<file path="src/rtl/serial_subtractor.sv">
// -----------------------------------------------------------------------------
// serial_subtractor
//   Bit-serial, LSB-first unsigned subtractor computing (a - b) mod 2^WIDTH.
//   One bit pair is processed per cycle by a full-subtractor cell built from
//   two cascaded half-subtractor stages, with the borrow carried in a flop.
//   A start/done handshake allows one operation in flight at a time.
//
// Ports:
//   clk        in   rising-edge clock
//   rst_n      in   asynchronous active-low reset
//   start      in   request pulse, only honoured in IDLE
//   a          in   minuend, captured on the accepted start edge
//   b          in   subtrahend, captured on the accepted start edge
//   busy       out  high while bits are being shifted
//   done       out  one-cycle pulse when diff/borrow_out are updated
//   diff       out  registered result (a - b) mod 2^WIDTH
//   borrow_out out  final borrow, 1 iff a < b
// -----------------------------------------------------------------------------
module serial_subtractor #(
  parameter int WIDTH = 8
) (
  input  logic             clk,
  input  logic             rst_n,
  input  logic             start,
  input  logic [WIDTH-1:0] a,
  input  logic [WIDTH-1:0] b,
  output logic             busy,
  output logic             done,
  output logic [WIDTH-1:0] diff,
  output logic             borrow_out
);

  localparam int CW = (WIDTH > 1) ? $clog2(WIDTH) : 1;
  localparam logic [CW-1:0] LAST_CNT = CW'(WIDTH - 1);

  typedef enum logic [1:0] {
    IDLE  = 2'd0,
    SHIFT = 2'd1,
    DONE  = 2'd2
  } state_e;

  // Half-subtractor cell: returns {borrow, difference} of x - y.
  function automatic logic [1:0] half_sub(input logic x, input logic y);
    half_sub = {(~x) & y, x ^ y};
  endfunction

  state_e           state_q, state_d;
  logic [WIDTH-1:0] sa_q, sa_d;
  logic [WIDTH-1:0] sb_q, sb_d;
  logic [WIDTH-1:0] res_q, res_d;
  logic [WIDTH-1:0] diff_q, diff_d;
  logic             brw_q, brw_d;
  logic             bout_q, bout_d;
  logic [CW-1:0]    cnt_q, cnt_d;
  logic             busy_q, done_q;

  logic [1:0]       hs1_s;
  logic [1:0]       hs2_s;
  logic             d_s;
  logic             bnext_s;

  // Full-subtractor cell on the current LSBs: first stage subtracts the bits,
  // second stage subtracts the incoming borrow from that partial difference.
  always_comb begin
    hs1_s   = half_sub(sa_q[0], sb_q[0]);
    hs2_s   = half_sub(hs1_s[0], brw_q);
    d_s     = hs2_s[0];
    bnext_s = hs1_s[1] | hs2_s[1];
  end

  // Next-state and datapath update logic.
  always_comb begin
    state_d = state_q;
    sa_d    = sa_q;
    sb_d    = sb_q;
    res_d   = res_q;
    diff_d  = diff_q;
    brw_d   = brw_q;
    bout_d  = bout_q;
    cnt_d   = cnt_q;
    case (state_q)
      IDLE: begin
        if (start) begin
          sa_d    = a;
          sb_d    = b;
          brw_d   = 1'b0;
          cnt_d   = '0;
          state_d = SHIFT;
        end else begin
          state_d = IDLE;
        end
      end
      SHIFT: begin
        sa_d  = {1'b0, sa_q[WIDTH-1:1]};
        sb_d  = {1'b0, sb_q[WIDTH-1:1]};
        // New result bit enters at the MSB; after WIDTH shifts the first
        // (least significant) bit has arrived at bit 0.
        res_d = {d_s, res_q[WIDTH-1:1]};
        brw_d = bnext_s;
        cnt_d = cnt_q + CW'(1);
        if (cnt_q == LAST_CNT) begin
          diff_d  = {d_s, res_q[WIDTH-1:1]};
          bout_d  = bnext_s;
          state_d = DONE;
        end else begin
          state_d = SHIFT;
        end
      end
      DONE: begin
        state_d = IDLE;
      end
      default: begin
        state_d = IDLE;
      end
    endcase
  end

  // State, datapath and registered status outputs.
  always_ff @(posedge clk or negedge rst_n) begin
    if (!rst_n) begin
      state_q <= IDLE;
      sa_q    <= '0;
      sb_q    <= '0;
      res_q   <= '0;
      diff_q  <= '0;
      brw_q   <= 1'b0;
      bout_q  <= 1'b0;
      cnt_q   <= '0;
      busy_q  <= 1'b0;
      done_q  <= 1'b0;
    end else begin
      state_q <= state_d;
      sa_q    <= sa_d;
      sb_q    <= sb_d;
      res_q   <= res_d;
      diff_q  <= diff_d;
      brw_q   <= brw_d;
      bout_q  <= bout_d;
      cnt_q   <= cnt_d;
      // Status flags are registered from the next state so they line up
      // exactly with the state they describe.
      busy_q  <= (state_d == SHIFT);
      done_q  <= (state_d == DONE);
    end
  end

  assign busy       = busy_q;
  assign done       = done_q;
  assign diff       = diff_q;
  assign borrow_out = bout_q;

endmodule

</file>
<file path="config.mk">
export PLATFORM = sky130hd
export DESIGN_NAME = serial_subtractor
export DESIGN_NICKNAME = d
export VERILOG_FILES = /design/src/rtl/serial_subtractor.sv
export SDC_FILE = /design/constraint.sdc
export NUM_CORES = 1
export LEC_CHECK = 0
export BUFFER_PORTS_ARGS = -buffer_cell sky130_fd_sc_hd__buf_4
export CAP_MARGIN = 5
export CORE_MARGIN = 5
export CORE_UTILIZATION = 49
export DETAILED_ROUTE_END_ITERATION = 8
export HOLD_SLACK_MARGIN = 0.12
export PLACE_DENSITY = 0.74
export SLEW_MARGIN = 20
export SYNTH_ARGS = -nofsm -noshare
export SYNTH_HDL_FRONTEND = slang
export SYNTH_SLANG_ARGS = --single-unit
</file>
<file path="constraint.sdc">
create_clock -name clk -period 1.6 [get_ports clk]
set_clock_uncertainty 0.2 [all_clocks]
set_input_delay 0.32 -clock clk [delete_from_list [all_inputs] [get_ports clk]]
set_output_delay 0.32 -clock clk [all_outputs]
set_load 0.05 [all_outputs]
</file>
After elaboration in Yosys (flattened, before gate mapping)
Cells that the tools add are included.

storage, ports and cells
  register bits after elaboration = 41
  bits in read-only memories = 0
  memories kept = 0
  logic and storage cells = 38
  memory bits (writable) = 0
  latch bits = 0

operators by class
  muxes and demuxes = 11
  multiply operators = 0
  magnitude comparators = 0
  reduce and logical (&&, ||, !) cells = 4
  bitwise logic cells = 7
  div/mod/pow operators = 0
  equal/unequal tests = 5
  add/subtract/negate cells = 1
  shift operators = 0

operators with widths
  cell                   number
  $pmux W8 S2            2
  $mux W8                2
  $pmux W3 S2            1
  $eq A2 B1 Y1 const B   2
  $pmux W2 S2            1
  $reduce_and A2 Y1      2
  $add A3 B1 Y3 const B  1
  $eq A3 B3 Y1 const B   1
  $mux W3                1
  $and A1 B1 Y1          2
  $eq A2 B2 Y1 const B   1
  $logic_not A2 Y1       1
  $mux W1                2
  $mux W2                1
  $ne A2 B2 Y1 const B   1
  $not A1 Y1             2
  $pmux W1 S2            1
  $reduce_bool A2 Y1     1
  $xor A1 B1 Y1          2
  $or A1 B1 Y1           1

Logic depth before layout (Yosys ltp)
Gate-level depths: netlist of the first run.

  depth after elaboration = 5
  mapped depth = 5
  mapped depth without buffers = 4

Worst setup path before layout of the first run
No wires, ideal clock.

  path kind = register to register
  from = register cnt_q[0]
  to = register diff_q[1], in the netlist diff[1]
  path buffers = 1
  slack = -110 ps
  required time = 1275 ps
  arrival time = 1386 ps
  clock period less this slack = 1710 ps
  setup time = 125 ps
  stages on the path, launching flop included = 6
  cells stage by stage = dfrtp_1 -> ha_1 -> ha_1 -> nand3b_1 -> buf_2 -> mux2_2

between the ends
  word-level cells in the longest chain between the ends = 2

RTL lines
  what                                RTL line  source
  start, declared                     54        logic [CW-1:0] cnt_q, cnt_d;
  start signal, assigned              139       cnt_q <= cnt_d;
  $eq A3 B3 Y1                        101       if (cnt_q == LAST_CNT) begin
  $reduce_and A2 Y1 (no source line)  n/a
  end signal, assigned                136       diff_q <= diff_d;
  end, declared                       51        logic [WIDTH-1:0] diff_q, diff_d;

No other way between the ends.
A chain may end at the register's enable or synchronous reset.

Final worst setup path of the first run
  from = register cnt_q[0]
  to = register diff_q[4], in the netlist diff[4]

The elaborated chain is that of the path after synthesis.

==> results of run 1 <==
metrics by stage:
stage                     std cells  TNS (ns)  hold WS (ns)  instance area (um2)  util (%)
after floorplan                 129         0        -0.176                 1780         -
after global placement          204         0         0.116                 2070      60.6
after detailed placement        204    -0.151         0.121                 2070      60.6
after CTS                       226    -0.355         0.121                 2320      68.0
after global routing            231    -0.728         0.121                 2390      70.1
final                           231    -0.269         0.139                 2390      70.1
placed cells by master (no fill, tap or decap), drive strengths merged, types with 2 or more instances in the layout:
master,n
mux2,15
ha,2
nor4b,7
a21oi,2
mux2i,2
or4b,7
inv,12
o221a,7
buf,45
dlygate4sd3,14
nand2b,2
a221oi,7
a22o,2
dfrtp,40
clkbuf,5
cell usage after synthesis (all sizes together), types with 2 or more instances:
cell type,n
buf,10
mux2i,2
or4b,7
a21oi,2
a221oi,7
nor4b,7
dfrtp,40
nand2b,2
mux2,15
ha,2
a22o,2
inv,12
o221a,7
how the worst max path moves through the flow:
stage	to	slack [ns]	cells past startpoint
2_1_floorplan	diff[1]	0.0003	5
3_3_place_gp	diff[7]	0.009	5
3_5_place_dp	diff[4]	-0.03	5
4_1_cts	diff[7]	-0.04	5
5_1_grt	diff[5]	-0.09	5
6_report	diff[4]	-0.04	5
area by class of cell:
cell class / count / area, um2 / share of cell area (%)
multi-input combinational: 66 / 707 / 29.5
clock buffer: 5 / 37.5 / 1.57
clock inverter: 3 / 42.5 / 1.78
sequential: 40 / 1000 / 41.9
tap: 46 / 57.6 / 2.40
inverter: 12 / 45.0 / 1.88
timing repair buffer: 59 / 502 / 21.0
logic make-up (layout without fill, tap and decap cells):
group	after synthesis	in the layout	synth area share, %
AO/OA/AOI/OAI	23	23	12.0
multiplexers	17	17	10.9
adder cells (fa/ha/maj)	3	3	2.55
AND/OR/NAND/NOR	23	23	11.2
flip-flops	40	40	56.7
buffers and inverters	23	79	6.66
what timing repair did:
item                                   CTS  global route
setup endpoints to repair               15            25
endpoints found under the hold margin   50             2
resized for setup                       10             6
pin swaps                                2             3
hold buffers                            12             2
buffers inserted                         2             3
critical path, delay by kind of cell (launching register included):
kind	cells	cell delay [ns]
simple gates	1	0.13
fa+ha+maj	2	0.33
buf+inv	1	0.15
mux	1	0.30
flops	1	0.41
state kept, by name, indices dropped and copies added (netlist names):
name        count
busy            1
state_q         2
done            1
cnt_q           3
sb_q            8
borrow_out      1
brw_q           1
res_q           7
sa_q            8
diff            8
power by group through the flow:
| stage | clock network [mW] | registers (mW) | logic [mW] |
|---|---|---|---|
| after floorplan | 0 | 2.13 | 1.10 |
| after global placement | 0 | 1.74 | 2.02 |
| after detailed placement | 0 | 1.77 | 2.09 |
| after CTS | 0.676 | 1.76 | 2.23 |
| after global routing | 0.728 | 1.81 | 2.48 |
| final | 0.653 | 1.76 | 2.30 |
layer usage:
metal / vias to the layer above / share of wire (%) / global-route usage [%]
li1: 593 / - / -
met1: 630 / 42 / 19.9
met2: 29 / 53 / 26.2
met3: 2 / 4.4 / 5.31
met4: 0 / 0.80 / 6.38
met5: - / 0 / 0
==> results.txt, run 1 <==
Number of H-tree levels -> 2
Failing checks -> setup timing
Slew Viols, Final -> 0
Flops & latches, synth -> 40
CTS tree -> built
Critical path startpoint -> cnt_q[0]
Post-synthesis sequential area ratio -> 56.7%
Final worst path period need -> 1.64 ns
Fin. Hold Viols -> 0
Post-synthesis cell count -> 129
Number of I/O pins -> 30
Max cap viols -> 0
N_diodes -> 0
DR iter-0 viols -> 51
Die Y -> 70.0 um
Rel. slew slack -> 67.3%
Status -> finished, violations left
Starting Density -> 51.7%
Psw -> 1.75 mW
Num CTS Buffers -> 5
Reg power frac -> 37.3%
Clk pwr share -> 13.9%
Initial antenna violation count -> 0
CP max stage cell -> dfrtp_1
Part of the power in combinational logic -> 48.8%
Peak supply drop -> 0.000881 V
Post-route worst setup slack -> -0.0407 ns
Net count after synthesis -> 151
Core Region -> 3420 um2
Drc violations -> 0
HP Class -> input port to flip-flop
Worst flop-to-flop path endpoint -> diff[4]
Worst Hold Depth -> 3
Drt pass-1 iters -> 4
Count of final setup violators -> 9
Routed vias/inst -> 5.43
RSZ-0062 raised after global routing -> true
CP cell instances -> ha_2, ha_2, nand3b_1, buf_6, mux2_4
Worst Hold Path EP -> sb_q[1]
Pin count of the biggest net entering global routing -> 41
Total grt overflow -> 0
CP endpoint kind -> flip-flop
Syn_area_per_cell -> 13.7 um2
Most frequent cell on the critical path -> ha_2
Leak pwr -> 1.14 nW
Clock sinks -> 40
Reg2Reg Depth -> 5
CTS Root Cell -> clkbuf_4
Synth cell types -> 30
Setup WS pre-CTS -> -0.0315 ns
Chip width -> 70.0 um
# fillers -> 243
PwrDens -> 1970 nW/um2
Worst-Skew Late Latency -> 0.34 ns
Port buffer count -> 29
Internal -> 2.96 mW
Final period util -> 103%
Crit path max fanout -> 6
EDFF count, synth -> 0
Async SR Flop Fraction -> 100%
GRT Overall Usage -> 16.1%
CP required -> 1.63 ns
CP Launch Type -> flip-flop
CP arrival -> 1.68 ns
Share of the synthesized area in the top cell type -> 56.7%
Worst Max-Slew Pin Slew -> 0.491 ns
Synth area leader -> dfrtp_1
Mapped Area -> 1770 um2
Die area -> 4910 um2
Final antenna-violating net count -> 0
Global-route wire length before repair -> 6220 um
Row count -> 21
WL final -> 3610 um
Synth-to-Final Area Change -> 35.5%
Design Power -> 4.71 mW
Vias post-DR -> 1254
Worst hold path startpoint -> b[1]
Switching part of the total -> 37.1%
Vias in the first global route -> 1324
Max incr delay on CP -> 0.41 ns
Main synth FF type -> dfrtp_1
Worst-path clk slew -> 0.12 ns
YS warnings -> 0
Main area contributors after synthesis -> dfrtp_1 57%, mux2_2 8.3%, o221a_2 4.5%
Crit Path Class -> flip-flop to flip-flop
Clock Path Buffers -> 2
R2R Setup Slk -> -0.04 ns
Routed WL per cell -> 15.6 um
Placer Congestion -> 0.826
Reg2Reg Launch Point -> cnt_q[0]
Layout cells sized above 1 -> 44.3%
HPWL Detailed -> 2330 um
Max Fclk -> 609 MHz
NumNets Final -> 206
No activity file was read; power rests on OpenSTA's default activity.
==> inputs of run 2 (changes only) <==
--- a/config.mk
+++ b/config.mk
@@ -6,7 +6,7 @@
 export NUM_CORES = 1
 export LEC_CHECK = 0
 export BUFFER_PORTS_ARGS = -buffer_cell sky130_fd_sc_hd__buf_4
-export CAP_MARGIN = 5
+export CAP_MARGIN = 20
 export CORE_MARGIN = 5
 export CORE_UTILIZATION = 49
 export DETAILED_ROUTE_END_ITERATION = 8
==> constraint.sdc (replaced) <==
create_clock -name clk -period 1.3 [get_ports clk]
set_clock_uncertainty 0.2 [all_clocks]
set_input_delay 0.26 -clock clk [delete_from_list [all_inputs] [get_ports clk]]
set_output_delay 0.26 -clock clk [all_outputs]
set_load 0.05 [all_outputs]
==> results.txt, run 2 (synthesis gave the netlist of run 1 again) <==
Drt pass-1 iters -> 4 (unchanged)
Final period util -> 133% (was 103%)
Peak supply drop -> 0.00144 V (was 0.000881 V)
Crit Path Class -> flip-flop to flip-flop (unchanged)
PwrDens -> 2470 nW/um2 (was 1970 nW/um2)
Worst Max-Slew Pin Slew -> 0.500 ns (was 0.491 ns)
Hold_buf cts -> 10 (was 12)
Routed WL per cell -> 21.3 um (was 15.6 um)
Chip width -> 70.0 um (unchanged)
CP endpoint kind -> flip-flop (unchanged)
Routed wl met2 -> 2970 um (was 1910 um)
Final antenna-violating net count -> 0 (unchanged)
Die area -> 4910 um2 (unchanged)
Row count -> 21 (unchanged)
Core Region -> 3420 um2 (unchanged)
Pin count of the biggest net entering global routing -> 41 (unchanged)
Worst-path clk slew -> 0.11 ns (was 0.12 ns)
Number of H-tree levels -> 2 (unchanged)
Num CTS Buffers -> 5 (unchanged)
Most common library cell in the layout ignoring fill and taps -> buf_4 (unchanged)
Worst-Skew Late Latency -> 0.35 ns (was 0.34 ns)
DR iter-0 viols -> 72 (was 51)
Max layer used -> met4 (unchanged)
Fin. Hold Viols -> 0 (unchanged)
Rel. slew slack -> 66.7% (was 67.3%)
CP arrival -> 1.77 ns (was 1.68 ns)
CTS Root Cell -> clkbuf_4 (unchanged)
Drc violations -> 0 (unchanged)
Starting Density -> 51.7% (unchanged)
Final core utilization -> 83.0% (was 70.1%)
Post-route worst setup slack -> -0.430 ns (was -0.0407 ns)
DP Area -> 2190 um2 (was 2070 um2)
# fillers -> 177 (was 243)
Metal1 wirelength -> 2000 um (was 1510 um)
Failing checks -> setup timing (unchanged)
Slew Viols, Final -> 0 (unchanged)
Max cap viols -> 0 (unchanged)
Final worst path period need -> 1.73 ns (was 1.64 ns)
Leak pwr -> 1.33 nW (was 1.14 nW)
Global-route wire length before repair -> 8360 um (was 6220 um)
CP Launch Type -> flip-flop (unchanged)
Clock sinks -> 40 (unchanged)
Vias post-DR -> 1436 (was 1254)
GRT Overall Usage -> 22.8% (was 16.1%)
Design Power -> 7.01 mW (was 4.71 mW)
Die Y -> 70.0 um (unchanged)
NumNets Final -> 228 (was 206)
Max Fclk -> 578 MHz (was 609 MHz)
Vias in the first global route -> 1605 (was 1324)
Clock Path Buffers -> 2 (unchanged)
Worst hold path startpoint -> a[2] (was b[1])
Crit path max fanout -> 6 (unchanged)
Placer Congestion -> 0.790 (was 0.826)
Setup TNS -> -13.63 ns (was -0.269 ns)
Reg2Reg Launch Point -> state_q[1] (was cnt_q[0])
RSZ-0062 raised after global routing -> true (unchanged)
Total grt overflow -> 0 (unchanged)
Initial antenna violation count -> 0 (unchanged)
HP Class -> input port to flip-flop (unchanged)
WL final -> 5380 um (was 3610 um)
Layout cells sized above 1 -> 62.3% (was 44.3%)
HPWL Detailed -> 2590 um (was 2330 um)
Synth-to-Final Area Change -> 60.6% (was 35.5%)
Met3 wire len -> 203 um (was 159 um)
Number of I/O pins -> 30 (unchanged)
Most frequent cells in the layout -> 44 x buf_4, 39 x dfrtp_1, 21 x buf_6, 14 x mux2_4, 10 x dlygate4sd3_1 (was 41 x buf_4, 39 x dfrtp_1, 14 x dlygate4sd3_1, 12 x inv_1, 9 x mux2_4)
CP required -> 1.34 ns (was 1.63 ns)
Critical path startpoint -> state_q[1] (was cnt_q[0])
Routed vias/inst -> 5.68 (was 5.43)
Count of final setup violators -> 51 (was 9)
Design area -> 2840 um2 (was 2390 um2)
Port buffer count -> 29 (unchanged)
WHS -> 0.0594 ns (was 0.139 ns)
N_diodes -> 0 (unchanged)
Status -> finished, violations left (unchanged)
CTS tree -> built (unchanged)
run 2: worst max-delay path, cell delays in order (launching register included):
cell,delay (ns)
dfrtp_1,0.50
buf_12,0.18
buf_4,0.14
buf_4,0.17
nor4b_4,0.36
a221oi_2,0.06
run 2: area by class of cell:
type                       instances  area, um2  area share [%]
multi-input combinational         69        943            33.3
sequential                        40       1000            35.3
timing repair buffer              78        729            25.7
inverter                          12       45.0            1.59
clock buffer                       8       58.8            2.07
tap                               46       57.6            2.03
run 2: power breakdown:
part	internal, mW	switching [mW]	leakage, nW	total (mW)
Combinational	2.17	1.92	0.823	4.10
Sequential	1.83	0.414	0.477	2.25
Clock	0.267	0.405	0.0326	0.672
run 2: path summary, 6_finish.rpt:
kind / end / slack (ns) / cells after the start
setup / recovery: sb_q[2] / -0.43 / 5
hold / removal: sa_q[2] / 0.06 / 3
setup reg to reg: sb_q[2] / -0.43 / 5
hold reg to reg: sa_q[7] / 0.33 / 1
max in group asynchronous: state_q[0] / 0.34 / 2
min in group asynchronous: diff[7] / 0.21 / 2
run 2: what timing repair did:
item | 4_1_cts | 5_1_grt
setup endpoints to repair | 51 | 51
hold endpoints to repair | 56 | 7
setup buffers | 17 | 8
gates cloned | 5 | 0
gates resized for setup | 46 | 11
pin swaps | 5 | 3
run 2: metrics by stage:
step,std cells,setup WS (ns)
2_1_floorplan,129,-0.294
3_3_place_gp,207,-0.327
3_5_place_dp,207,-0.385
4_1_cts,247,-0.372
5_1_grt,253,-0.452
6_report,253,-0.430
run 2: per-layer routing:
layer  GRT usage, %  up-vias
li1               -      643
met1           25.1      735
met2           41.8       46
met3           5.02       12
met4           9.79        0
met5              0        -
